`config.mk`:
```
export PLATFORM = sky130hd
export DESIGN_NAME = cactus_scroller
export DESIGN_NICKNAME = d
export VERILOG_FILES = /design/src/rtl/cactus_scroller.sv
export SDC_FILE = /design/constraint.sdc
export NUM_CORES = 1
export LEC_CHECK = 0
export ABC_AREA = 1
export CAP_MARGIN = 10
export CORE_AREA = 2 2 53 104
export DETAILED_ROUTE_END_ITERATION = 6
export DIE_AREA = 0 0 55 106
export GPL_TIMING_DRIVEN = 1
export PLACE_DENSITY = 0.78
export SLEW_MARGIN = 20
export SYNTH_ARGS = -nofsm -noshare
export SYNTH_HDL_FRONTEND = slang
export SYNTH_SLANG_ARGS = --single-unit
```
`constraint.sdc`:
```
create_clock -name i_clk -period 2.3 [get_ports i_clk]
set_input_delay 0.345 -clock i_clk [delete_from_list [all_inputs] [get_ports i_clk]]
set_output_delay 0.345 -clock i_clk [all_outputs]
set_load 0.05 [all_outputs]
```
`src/rtl/cactus_scroller.sv`:
```
// ---------------------------------------------------------------------------
// cactus_scroller
//
// Obstacle generator and scroller for the dino runner. It owns the two
// on-screen cacti and feeds their position, gap and heights straight into the
// collision detector. Once per frame tick, while the game is running, the
// cactus pair moves left by `speed` pixels. When the lead cactus would leave
// the screen it is recycled: the second cactus becomes the lead, and a fresh
// gap and height are drawn from a free-running 16-bit Galois LFSR.
//
// Ports:
//   i_clk               system clock
//   i_reset             synchronous, active-low reset
//   i_frame_tick        one-cycle pulse per video frame
//   i_run               game-running level from the game FSM
//   i_collision_detect  crash indication from the collision detector
//   i_speed     [3:0]   scroll step in pixels per frame
//   o_cactusX1  [8:0]   lead cactus X position
//   o_cactusRandDist [8:0] gap from the lead cactus to the second cactus
//   o_cactusHeight1 [8:0]  lead cactus height
//   o_cactusHeight2 [8:0]  second cactus height
//   o_moving            high exactly while the scroller is in RUN
//   o_pass_pulse        one-cycle pulse when a cactus is recycled (score tick)
// ---------------------------------------------------------------------------
module cactus_scroller #(
  parameter int SCREEN_W = 256,
  parameter int CACTUS_W = 16,
  parameter int DIST_MIN = 64,
  parameter int H_SHORT  = 20,
  parameter int H_TALL   = 35
) (
  input  logic       i_clk,
  input  logic       i_reset,
  input  logic       i_frame_tick,
  input  logic       i_run,
  input  logic       i_collision_detect,
  input  logic [3:0] i_speed,
  output logic [8:0] o_cactusX1,
  output logic [8:0] o_cactusRandDist,
  output logic [8:0] o_cactusHeight1,
  output logic [8:0] o_cactusHeight2,
  output logic       o_moving,
  output logic       o_pass_pulse
);

  // Spawn values shown while idle and reloaded whenever the game stops.
  localparam logic [8:0] SPAWN_X    = 9'(SCREEN_W);
  localparam logic [8:0] SPAWN_DIST = 9'(DIST_MIN);
  localparam logic [8:0] HEIGHT_LO  = 9'(H_SHORT);
  localparam logic [8:0] HEIGHT_HI  = 9'(H_TALL);

  // Galois LFSR for x^16+x^14+x^13+x^11+1, shifting right.
  localparam logic [15:0] LFSR_SEED = 16'hACE1;
  localparam logic [15:0] LFSR_TAPS = 16'hB400;

  // With a legal parameter set the largest recycled position (lead at
  // speed-1, widest gap) plus the cactus width stays inside 9 bits, so
  // the recycle sum can simply be truncated. An illegal set saturates
  // instead of wrapping to a small on-screen value.
  localparam bit WRAP_FREE =
    (SCREEN_W + DIST_MIN + 127 + CACTUS_W) <= 511;

  typedef enum logic [1:0] {
    S_IDLE,
    S_RUN,
    S_FROZEN
  } state_t;

  state_t      r_state;
  state_t      w_stateNext;

  logic [15:0] r_lfsr;
  logic [8:0]  r_x;
  logic [8:0]  r_dist;
  logic [8:0]  r_height1;
  logic [8:0]  r_height2;
  logic        r_moving;
  logic        r_pass;

  logic        w_loadSpawn;
  logic        w_step;
  logic        w_recycle;
  logic        w_lessThanSpeed;
  logic [15:0] w_lfsrShift;
  logic [15:0] w_lfsrNext;
  logic [9:0]  w_recycleSum;
  logic [8:0]  w_recycleX;
  logic [8:0]  w_gap;
  logic [8:0]  w_height;

  // LFSR feedback: when the bit shifted out is one, the tap mask is folded
  // into the shifted value. A non-zero seed keeps it off the all-zero state.
  assign w_lfsrShift = {1'b0, r_lfsr[15:1]};
  assign w_lfsrNext  = r_lfsr[0] ? (w_lfsrShift ^ LFSR_TAPS) : w_lfsrShift;

  // Fresh draws use the LFSR value present on the recycling edge.
  assign w_gap    = SPAWN_DIST + {2'b00, r_lfsr[6:0]};
  assign w_height = r_lfsr[7] ? HEIGHT_HI : HEIGHT_LO;

  // A recycle happens when one more step would carry the lead cactus past
  // the left edge. The second cactus sits r_dist pixels behind, so its new
  // position is the old lead position plus the gap, minus this frame's step.
  assign w_lessThanSpeed = r_x < {5'b00000, i_speed};
  assign w_recycleSum    = {1'b0, r_x} + {1'b0, r_dist} - {6'b000000, i_speed};
  assign w_recycleX      = (WRAP_FREE || !w_recycleSum[9]) ?
                           w_recycleSum[8:0] : 9'h1FF;

  // Next-state and datapath control. Collision has top priority in RUN so
  // the crash frame is frozen exactly as the detector saw it; dropping run
  // beats a frame tick so a stopped game never takes one last step.
  // Frame ticks only act when the scroller both is and stays in RUN.
  always_comb begin
    w_stateNext = r_state;
    w_loadSpawn = 1'b0;
    w_step      = 1'b0;
    w_recycle   = 1'b0;
    case (r_state)
      S_IDLE: begin
        w_loadSpawn = 1'b1;
        if (i_run) begin
          w_stateNext = S_RUN;
        end
      end
      S_RUN: begin
        if (i_collision_detect) begin
          w_stateNext = S_FROZEN;
        end else if (!i_run) begin
          w_stateNext = S_IDLE;
          w_loadSpawn = 1'b1;
        end else if (i_frame_tick && (i_speed != 4'd0)) begin
          if (w_lessThanSpeed) begin
            w_recycle = 1'b1;
          end else begin
            w_step = 1'b1;
          end
        end
      end
      S_FROZEN: begin
        if (!i_run) begin
          w_stateNext = S_IDLE;
          w_loadSpawn = 1'b1;
        end
      end
      default: begin
        w_stateNext = S_IDLE;
        w_loadSpawn = 1'b1;
      end
    endcase
  end

  // State register, LFSR and status flags. The LFSR free-runs in every
  // state so the draw depends on how long the player took to start and
  // survive. moving and pass_pulse are registered from next-cycle values
  // so they line up with the state and the recycled positions they describe.
  always_ff @(posedge i_clk) begin
    if (!i_reset) begin
      r_state  <= S_IDLE;
      r_lfsr   <= LFSR_SEED;
      r_moving <= 1'b0;
      r_pass   <= 1'b0;
    end else begin
      r_state  <= w_stateNext;
      r_lfsr   <= w_lfsrNext;
      r_moving <= (w_stateNext == S_RUN);
      r_pass   <= w_recycle;
    end
  end

  // Cactus position, gap and heights. On a recycle the second cactus's
  // height moves up to the lead slot and a new second cactus is drawn.
  always_ff @(posedge i_clk) begin
    if (!i_reset) begin
      r_x       <= SPAWN_X;
      r_dist    <= SPAWN_DIST;
      r_height1 <= HEIGHT_LO;
      r_height2 <= HEIGHT_LO;
    end else if (w_loadSpawn) begin
      r_x       <= SPAWN_X;
      r_dist    <= SPAWN_DIST;
      r_height1 <= HEIGHT_LO;
      r_height2 <= HEIGHT_LO;
    end else if (w_recycle) begin
      r_x       <= w_recycleX;
      r_dist    <= w_gap;
      r_height1 <= r_height2;
      r_height2 <= w_height;
    end else if (w_step) begin
      r_x       <= r_x - {5'b00000, i_speed};
    end
  end

  assign o_cactusX1       = r_x;
  assign o_cactusRandDist = r_dist;
  assign o_cactusHeight1  = r_height1;
  assign o_cactusHeight2  = r_height2;
  assign o_moving         = r_moving;
  assign o_pass_pulse     = r_pass;

endmodule

```
==> results.sh <==
export IMPL_run_status="finished clean"
export IMPL_vias=2294
export IMPL_routed_via_density=5.05
export IMPL_core_region_um2=5090
export IMPL_clkTransAtPathRegs_ps=80
export IMPL_clock_path_buffers=2
export IMPL_grt_first_pass_wirelength_um=9690
export IMPL_design_die_area_um2=5830
export IMPL_final_period_utilization=0.947
export IMPL_worst_setup_path_end_kind="flip-flop"
export IMPL_antenna_diode_count=0
export IMPL_crit_reg2reg_capture="o_cactusX1[6]"
export IMPL_design_portCount=47
export IMPL_die_boundary_height_um=106
export IMPL_grt_pass1_vias=2289
export IMPL_setup_reg_to_reg_worst_slack_ps=120
export IMPL_worst_setup_path_endpoint="o_cactusX1[6]"
export IMPL_timing_max_cap_violations=0
export IMPL_clk_root_buffer_cell="sky130_fd_sc_hd__clkbuf_8"
export IMPL_critPathKind="reg -> reg"
export IMPL_die_width_um=55
export IMPL_number_of_enable_flip_flop_cells_after_synthesis=0
export IMPL_setup_worst_path_start_class="flip-flop"
export IMPL_total_leakage_power_nw=1.61
export IMPL_placementRows=37
export IMPL_clock_sink_count=41
export IMPL_drt_iter0_markers=56
export IMPL_cts_inserted_buffers=5
export IMPL_finalMaxSlewViolations=0
export IMPL_min_from="r_lfsr[12]"
export IMPL_fmax_mhz=459
export IMPL_period_minus_slack_ps=2180
export IMPL_routabilityCongestion=0.901
export IMPL_post_synth_top_area_fraction=0.319
export IMPL_crit_path_start="o_cactusX1[1]"
export IMPL_timing_critical_path_fanout_max=4
export IMPL_grt_start_max_net_pins=14
export IMPL_initial_utilization=0.506
export IMPL_critPathRequiredTime_ps=2500
export IMPL_p_total_w=0.00158
export IMPL_postLayoutCellArea_um2=3230
export IMPL_reg2reg_depth=11
export IMPL_cts_htree_levels=2
export IMPL_final_core_utilization=0.635
export IMPL_post_cts_buffers=0
export IMPL_postSynthCellCount=342
export IMPL_maxSlewHeadroom=0.663
export IMPL_hold_worst_slack_ps=419
export IMPL_cp_data_arrival_time_ps=2380
export IMPL_drt_drc_violations_left=0
export IMPL_layout_net_count=430
export IMPL_number_of_antenna_violations_at_the_first_check_in_global_routing=0
export IMPL_synthArstFlopShare=0
export IMPL_worst_hold_path_type="reg -> reg"
export IMPL_report_final_hold_viol_count=0
export IMPL_area_delta_synth_final_pct=25.4
export IMPL_wl_per_cell_um=12.9
export IMPL_post_synth_instance_area_um2=2580
export IMPL_crit_reg2reg_launch="o_cactusX1[1]"
export IMPL_ys_flop_type="sky130_fd_sc_hd__dfxtp_1"
export IMPL_yosysSeqAreaShare=0.319
export IMPL_syn_area_per_cell_um2=7.53
export IMPL_drt_pass1_iter_count=4
export IMPL_top_cell_type_by_total_area_after_synthesis="sky130_fd_sc_hd__dfxtp_1"
export IMPL_synth_area_top_cells="sky130_fd_sc_hd__dfxtp_1 32%, sky130_fd_sc_hd__inv_1 10%, sky130_fd_sc_hd__ha_1 10%, sky130_fd_sc_hd__nand2_1 9.2%, sky130_fd_sc_hd__nand3_1 4.7%"
export IMPL_setup_viol_count_final=0
export IMPL_track_usage=0.226
export IMPL_fin_skew_ps=9.22
export IMPL_yosysUniqueCellTypes=39
export IMPL_final_antenna_violating_net_count=0
export IMPL_clock_insertion_delay_worst_skew_ps=300
export IMPL_post_dp_hpwl_um=4550
export IMPL_pwr_density_nw_per_um2=489
export IMPL_cts_tree="built"
export IMPL_synth_warning_count=0
export IMPL_placement_io_buffers=37
export IMPL_grt_ovfl_total=0
export IMPL_max_vdd_ir_drop_mv=0.649
export IMPL_placed_area_um2=3060
export IMPL_synth_ff_latch_count=41
export IMPL_tightestPinTransition_ps=505
export IMPL_share_of_layout_cells_above_drive_strength_1=0.177
export IMPL_wl_um=5870
==> metrics by stage <==
stage	TNS [ps]	instances	setup slack [ps]
floorplan	0	350	31.7
global placement	-2150	446	-314
detailed placement	-2810	446	-354
CTS	0	454	22.5
global route	-22.1	454	-16.2
finish	0	454	122
==> critical path: stages (launching register included) <==
cell	delay, ps
sky130_fd_sc_hd__dfxtp_4	370
sky130_fd_sc_hd__inv_1	80
sky130_fd_sc_hd__fa_1	520
sky130_fd_sc_hd__inv_1	80
sky130_fd_sc_hd__fa_2	420
sky130_fd_sc_hd__nand3_2	90
sky130_fd_sc_hd__nand2_2	90
sky130_fd_sc_hd__a21oi_2	170
sky130_fd_sc_hd__or2_2	120
sky130_fd_sc_hd__nand3_1	50
sky130_fd_sc_hd__nand2_1	60
sky130_fd_sc_hd__nor2_1	30
==> cells by family after synthesis <==
kind of cell    share of synthesized area
other cells                       0.00146
flops                               0.319
xor+xnor                           0.0170
fa+ha+maj                           0.141
buf+inv                             0.171
simple gates                        0.231
compound gates                      0.120
==> area by class of cell <==
type / instances / area (µm²)
timing repair buffer: 59 / 543
tap: 58 / 72.6
inverter: 73 / 277
multi-input combinational: 215 / 1390
clock inverter: 2 / 36.3
clock buffer: 6 / 82.6
fill: 453 / 1860
sequential: 41 / 833
==> power by group <==
part           internal (W)  switching [W]  leakage, nW
combinational     0.0000821       0.000144         1.21
clock              0.000354       0.000256       0.0617
sequential         0.000732      0.0000117        0.340
==> worst min-delay path by stage <==
stage	end	slack, ps	cells after the start
2_1_floorplan	r_lfsr[14]	390	2
3_3_place_gp	r_lfsr[11]	400	1
3_5_place_dp	r_lfsr[11]	400	1
4_1_cts	r_lfsr[11]	420	1
5_1_grt	r_lfsr[11]	440	1
6_report	r_lfsr[11]	420	1
==> synthesized netlist by cell type (all sizes together), types with 2 or more instances <==
library cell,count
a211oi,4
dfxtp,41
nand3,26
fa,5
ha,21
nand2,65
clkbuf,2
o21bai,2
nand4,2
xnor2,4
or2,4
nor3,5
a21oi,26
o21ai,13
nor2,21
nand3b,3
inv,73
buf,19
==> metal layers <==
metal | share of wire | track usage | up-vias
met5 | 0 | 0 | -
met4 | 0.059 | 0.150 | 0
met3 | 0.044 | 0.0449 | 31
met2 | 0.55 | 0.395 | 69
met1 | 0.35 | 0.220 | 1048
li1 | - | - | 1146
==> what timing repair did <==
action | 4_1_cts | 5_1_grt
endpoints found under the setup margin | 2 | 7
hold buffers | 0 | 0
resized for setup | 3 | 8
hold endpoints to repair | 0 | 0
pin swaps | 0 | 3
gates cloned | 0 | 0
==> cell usage in the layout, fill, tap and decap left out, types with 9 or more instances in the layout <==
cell                              netlist  final
sky130_fd_sc_hd__a21oi_1               22     20
sky130_fd_sc_hd__buf_4                 16     22
sky130_fd_sc_hd__clkdlybuf4s50_1        0     34
sky130_fd_sc_hd__conb_1                 1      9
sky130_fd_sc_hd__dfxtp_1               41     33
sky130_fd_sc_hd__ha_1                  21     19
sky130_fd_sc_hd__inv_1                 71     71
sky130_fd_sc_hd__nand2_1               63     62
sky130_fd_sc_hd__nand3_1               24     23
sky130_fd_sc_hd__nor2_1                18     18
sky130_fd_sc_hd__o21ai_0                9      9
==> state kept, by name, indices dropped and copies added (netlist names) <==
signal	count
o_cactusHeight1	2
o_cactusHeight2	2
o_cactusRandDist	8
o_cactusX1	9
o_moving	1
o_pass_pulse	1
r_lfsr	16
r_state	2
(Power assumes the default switching activity.)
